File: src/rtl/parking_occupancy_counter.sv
`timescale 1ns/1ps
// -----------------------------------------------------------------------------
// parking_occupancy_counter
//
// Purpose:
//   Counts the cars parked in a car park with CAPACITY slots. An entry is
//   counted when a car has passed the entrance gate. The entry FSM tracks the
//   gate opening and the car crossing sensor_out. An exit is counted on the
//   rising edge of the (optionally debounced) exit-lane sensor. Occupancy
//   saturates at both ends and raises sticky error flags.
//
// Configuration macro:
//   PARK_EXIT_DEBOUNCE_EN - when defined, exit_sensor must be high for
//                           DEBOUNCE_CYC consecutive samples before it counts.
//
// Parameters:
//   CAPACITY     - number of parking slots (1..255)
//   CNT_W        - width of the count outputs (must hold CAPACITY)
//   DEBOUNCE_CYC - exit-sensor stable cycles (used only with the macro)
//
// Ports:
//   clk             in   rising-edge clock
//   reset           in   asynchronous active-low reset
//   gate_state      in   entrance gate open (1)
//   sensor_out      in   car present beyond the entrance gate
//   exit_sensor     in   car present in the exit lane
//   err_clr         in   clears ovf_err / unf_err (a new error wins)
//   occupancy       out  cars currently parked
//   free_slots      out  CAPACITY - occupancy
//   full / empty    out  occupancy == CAPACITY / occupancy == 0
//   entry_enable    out  !full, qualifies the gate controller
//   car_entered     out  one-cycle pulse per counted entry
//   car_exited      out  one-cycle pulse per counted exit
//   ovf_err         out  sticky: entry seen while full
//   unf_err         out  sticky: exit seen while empty
//   dbg_entry_state out  entry FSM state (0 idle, 1 gate, 2 pass)
//
// Interface semantics: there is no valid/ready handshake here. Every input
// is sampled level-wise on each rising clk edge. The outputs car_entered and
// car_exited are single-cycle events and need no acknowledge.
// -----------------------------------------------------------------------------
module parking_occupancy_counter #(
    parameter int CAPACITY     = 8,
    parameter int CNT_W        = 4,
    parameter int DEBOUNCE_CYC = 4
) (
    input  logic             clk,
    input  logic             reset,
    input  logic             gate_state,
    input  logic             sensor_out,
    input  logic             exit_sensor,
    input  logic             err_clr,
    output logic [CNT_W-1:0] occupancy,
    output logic [CNT_W-1:0] free_slots,
    output logic             full,
    output logic             empty,
    output logic             entry_enable,
    output logic             car_entered,
    output logic             car_exited,
    output logic             ovf_err,
    output logic             unf_err,
    output logic [1:0]       dbg_entry_state
);

    // Elaboration-time guard against parameter sets the counter cannot represent.
    if (CAPACITY < 1 || CAPACITY > 255 || CAPACITY >= (1 << CNT_W) || DEBOUNCE_CYC < 1) begin : g_param_check
        $error("parking_occupancy_counter: illegal CAPACITY/CNT_W/DEBOUNCE_CYC");
    end

    localparam logic [CNT_W-1:0] CAP = CNT_W'(CAPACITY);

    typedef enum logic [1:0] {
        E_IDLE = 2'd0,
        E_GATE = 2'd1,
        E_PASS = 2'd2
    } entry_state_t;

    entry_state_t     entry_state;
    entry_state_t     entry_next;
    logic             entry_done;   // E_PASS -> E_IDLE this cycle
    logic             exit_qual;    // exit sensor after optional debounce
    logic             exit_q;       // edge-detect register for exit_qual
    logic             exit_rise;
    logic [CNT_W-1:0] occ_next;
    logic             ovf_set;
    logic             unf_set;

    // ------------------------------------------------------------------
    // Entry FSM
    // ------------------------------------------------------------------
    always_ff @(posedge clk or negedge reset) begin
        if (!reset) begin
            entry_state <= E_IDLE;
        end else begin
            entry_state <= entry_next;
        end
    end

    always_comb begin
        entry_next = entry_state;
        entry_done = 1'b0;
        case (entry_state)
            // sensor_out is ignored here: a car can only count after the gate opened.
            E_IDLE: begin
                if (gate_state) begin
                    entry_next = E_GATE;
                end
            end
            // Gate closing before the car reaches sensor_out means it turned back.
            E_GATE: begin
                if (!gate_state) begin
                    entry_next = E_IDLE;
                end else if (sensor_out) begin
                    entry_next = E_PASS;
                end
            end
            // Once past the gate the car is committed; the gate may close behind it.
            E_PASS: begin
                if (!sensor_out) begin
                    entry_next = E_IDLE;
                    entry_done = 1'b1;
                end
            end
            default: begin
                entry_next = E_IDLE;
            end
        endcase
    end

    assign dbg_entry_state = entry_state;

    // ------------------------------------------------------------------
    // Exit qualification
    // ------------------------------------------------------------------
`ifdef PARK_EXIT_DEBOUNCE_EN
    localparam int DEB_W = $clog2(DEBOUNCE_CYC + 1);

    logic [DEB_W-1:0] deb_cnt;

    // Counts consecutive high samples and saturates at DEBOUNCE_CYC. Any low
    // sample restarts the count.
    always_ff @(posedge clk or negedge reset) begin
        if (!reset) begin
            deb_cnt <= '0;
        end else if (!exit_sensor) begin
            deb_cnt <= '0;
        end else if (deb_cnt != DEB_W'(DEBOUNCE_CYC)) begin
            deb_cnt <= deb_cnt + 1'b1;
        end
    end

    assign exit_qual = (deb_cnt == DEB_W'(DEBOUNCE_CYC));
`else
    assign exit_qual = exit_sensor;
`endif

    always_ff @(posedge clk or negedge reset) begin
        if (!reset) begin
            exit_q <= 1'b0;
        end else begin
            exit_q <= exit_qual;
        end
    end

    assign exit_rise = exit_qual & ~exit_q;

    // ------------------------------------------------------------------
    // Occupancy update. A simultaneous entry and exit cancel out, so neither
    // boundary check applies to that pair.
    // ------------------------------------------------------------------
    always_comb begin
        occ_next = occupancy;
        ovf_set  = 1'b0;
        unf_set  = 1'b0;
        if (entry_done && !exit_rise) begin
            if (occupancy == CAP) begin
                ovf_set = 1'b1;
            end else begin
                occ_next = occupancy + 1'b1;
            end
        end else if (exit_rise && !entry_done) begin
            if (occupancy == '0) begin
                unf_set = 1'b1;
            end else begin
                occ_next = occupancy - 1'b1;
            end
        end
    end

    always_ff @(posedge clk or negedge reset) begin
        if (!reset) begin
            occupancy   <= '0;
            car_entered <= 1'b0;
            car_exited  <= 1'b0;
            ovf_err     <= 1'b0;
            unf_err     <= 1'b0;
        end else begin
            occupancy   <= occ_next;
            car_entered <= entry_done;
            car_exited  <= exit_rise;
            // A new error in the same cycle as err_clr stays set.
            ovf_err     <= ovf_set | (ovf_err & ~err_clr);
            unf_err     <= unf_set | (unf_err & ~err_clr);
        end
    end

    assign full         = (occupancy == CAP);
    assign empty        = (occupancy == '0);
    assign free_slots   = CAP - occupancy;
    assign entry_enable = ~full;

endmodule

File: config.mk
export PLATFORM = sky130hd
export DESIGN_NAME = parking_occupancy_counter
export DESIGN_NICKNAME = d
export VERILOG_FILES = /design/src/rtl/parking_occupancy_counter.sv
export SDC_FILE = /design/constraint.sdc
export NUM_CORES = 1
export LEC_CHECK = 0
export ABC_AREA = 1
export BUFFER_PORTS_ARGS = -buffer_cell sky130_fd_sc_hd__buf_2
export CORE_AREA = 5 5 42 44
export CTS_CLUSTER_SIZE = 12
export DETAILED_ROUTE_END_ITERATION = 10
export DIE_AREA = 0 0 47 49
export PLACE_DENSITY = 0.83
export SLEW_MARGIN = 0
export SYNTH_ARGS = -nofsm -noshare
export SYNTH_HDL_FRONTEND = slang
export SYNTH_SLANG_ARGS = --single-unit
File: constraint.sdc
create_clock -name clk -period 5.8 [get_ports clk]
set_input_delay 1.16 -clock clk [delete_from_list [all_inputs] [get_ports clk]]
set_output_delay 1.16 -clock clk [all_outputs]
set_load 0.01 [all_outputs]
==> impl_metrics.toml <==
[clock_network]
post-cts-setup-buffers = 0
cts.path.max_buffers = 2
clkLatencyLatePin_ns = 0.26
cts-root-buf = "clkbuf_4"
clock-sinks = 11
cts_tree = "done"
clk_pin_slew_ns = 0.07
cts_buffers = 3
ctsHoldBuffers = 0
cts_max_level = 1
cts_resized = 0

[run_status]
status = "finished, final reports clean"

[timing]
setup_viol = 0
fmax_mhz = 366
rsz0062_at_grt = "no"
tightest_slew_ns = 0.249
maxSlewViolCount = 0
tns_ns = 0
period_minus_slack_ns = 2.73
finalHoldViolCount = 0
post-route-period-util = 0.471
max_slew_margin = 0.834
clock_skew_ns = 0.000723

[final_layout]
nets = 117
multi_input_area_um2 = 302
ff_latch_area_um2 = 275
antenna_cells = 0
drive_gt1_frac = 0.356
fill_cells = 140
synthToLayoutAreaGrowth_pct = 23.0
post-route-cell-area_um2 = 796

[hold_path]
holdCritPathClass = "flip-flop to flip-flop"
hold_start = "exit_q$_DFF_PN0_"

[floorplan]
rows = 14
die_height_um = 49
io_pins = 23
initial_core_util = 0.462
die_w_um = 47
die_area_um2 = 2300
coreArea_um2 = 1400

[power_and_ir_drop]
p_seq_frac = 0.315
p_sw_mw = 0.164
totalPowerFinal_mw = 0.371
max-vdd-ir-drop_uv = 240
combPwrFrac = 0.548
p_per_area_nw_per_um2 = 466
swShare = 0.443
p_clk_frac = 0.137
leakage_nw = 0.454
cell_internal_pwr_mw = 0.207

[synthesis]
synthFlopType = "dfrtp_1"
synth_nets = 91
async_flop_share = 1.00
yosysWarnings = 0
synth_top_area_share = 0.426
ys_seq_elements = 11
synth_edf_count = 0
netlist_instances = 79
synth_area_leaders = "dfrtp_1, nand2_1, ha_1, inv_1, nor2_1"
yosys.cell_count.top_type = "nand2_1"
synth_area_um2 = 647
synth_cell_types = 21
yosys-top-cells-count = "nand2_1, inv_1, dfrtp_1"
yosysTopAreaCell = "dfrtp_1"
syn_avg_cell_area_um2 = 8.19
ys_seq_area_frac = 0.426

[worst_setup_path]
worstPathArrival_ns = 1.57
timing.rr.end = "occupancy[3]$_DFFE_PN0P_"
endpoint_kind = "output pin"
worstReg2RegStart = "dbg_entry_state[0]$_DFFE_PN0P_"
critPathLaunchType = "flip-flop"
worstPathMaxFanout = 6
worst_ep_required_time_ns = 4.64
cp-endpoint = "entry_enable"
reg2reg_slack_ns = 3.62
timing.critical_path.from = "occupancy[0]$_DFFE_PN0P_"
reg2reg_depth = 10
critPathKind = "flip-flop to output pin"

[route]
vias = 545
antenna_left = 0
drt_iter0_markers = 7
vias_per_cell = 4.54
post_drt_wl_per_cell_um = 9.93
remaining_drc_errors = 0
finalWirelength_um = 1190
first_pass_iters = 3

[global_route]
grt_usage = 0.118
grt_max_degree = 12
antenna_found_initial = 0
gr-total-overflow = 0
grt_pass1_wl_um = 2000
grt_pass1_vias = 477

[flow_run]
drv_cap = 0

[place]
io_buffers = 22
hpwl_um = 988
place_area_um2 = 769
gp_congestion = 0.711
## power by group through the flow
stage               Sequential, mW  Combinational [mW]  Clock, mW
global route                 0.121               0.234     0.0576
floorplan                    0.124               0.138          0
detailed placement           0.118               0.207          0
CTS                          0.117               0.208     0.0545
finish                       0.117               0.203     0.0508
global placement             0.117               0.201          0
## critical path: stages, from the launching register on
cell	delay, ns
dfrtp_1	0.45
inv_1	0.13
ha_1	0.17
inv_1	0.05
nor2_2	0.14
inv_1	0.08
nor2_2	0.12
inv_2	0.05
buf_2	0.13
## worst min-delay path by stage
stage,endpoint,slack [ns],cells after the start
floorplan,car_exited$_DFF_PN0_,0.40,1
global placement,car_exited$_DFF_PN0_,0.42,1
detailed placement,car_exited$_DFF_PN0_,0.43,1
CTS,car_exited$_DFF_PN0_,0.44,1
global route,car_exited$_DFF_PN0_,0.47,1
finish,car_exited$_DFF_PN0_,0.43,1
## logic make-up (layout without fill, tap and decap cells)
| kind of cell | Yosys count | count (layout) | share of synthesized area |
|---|---|---|---|
| xor gates and xnor gates | 2 | 2 | 0.0271 |
| and+or+nand+nor | 38 | 38 | 0.267 |
| buffers and inverters | 17 | 42 | 0.108 |
| adders and majority gates | 6 | 6 | 0.128 |
| AOI/OAI and AO/OA | 5 | 5 | 0.0445 |
| DFF | 11 | 11 | 0.426 |
## area by class of cell
class | instances | share of cell area
multi-input cells | 51 | 0.379
flip-flops and latches | 11 | 0.346
repair buffers | 22 | 0.138
inverters | 16 | 0.0786
clock buffers | 4 | 0.0330
well taps | 16 | 0.0252
## cells in the final DEF, fill, tap and decap left out
master	Yosys	final
buf_2	0	22
nand2_1	20	20
inv_1	12	12
dfrtp_1	11	11
nor2_1	6	6
ha_1	5	5
nand3_1	4	4
inv_2	3	3
nand2_2	3	3
clkbuf_4	0	3
or2_2	2	2
nor2_2	2	2
xor2_1	1	1
o21ai_0	1	1
o22ai_1	1	1
a21oi_1	1	1
xnor2_1	1	1
nand2_4	1	1
o21ai_1	1	1
a21boi_0	1	1
inv_4	1	1
fa_1	1	1
clkbuf_1	0	1
## state kept, by name, summed over array words and instances (netlist names)
register and cells:
occupancy 4, car_exited 1, exit_q 1, ovf_err 1
car_entered 1, dbg_entry_state 2, unf_err 1
## through the flow
stage	util	hold WS, ns	std cells	setup WS, ns
after CTS	0.568	0.436	120	3.04
after global placement	0.549	0.418	116	3.10
final	0.568	0.433	120	3.07
after detailed placement	0.549	0.427	116	3.04
after global routing	0.568	0.474	120	2.88
after floorplan	-	0.402	79	3.26
## metal layers
metal / GRT usage / part of all wire
met1: 0.158 / 0.44
met5: 0 / 0
met3: 0.0332 / 0.090
met2: 0.170 / 0.47
met4: 0.0553 / 0
(Power assumes the default switching activity.)
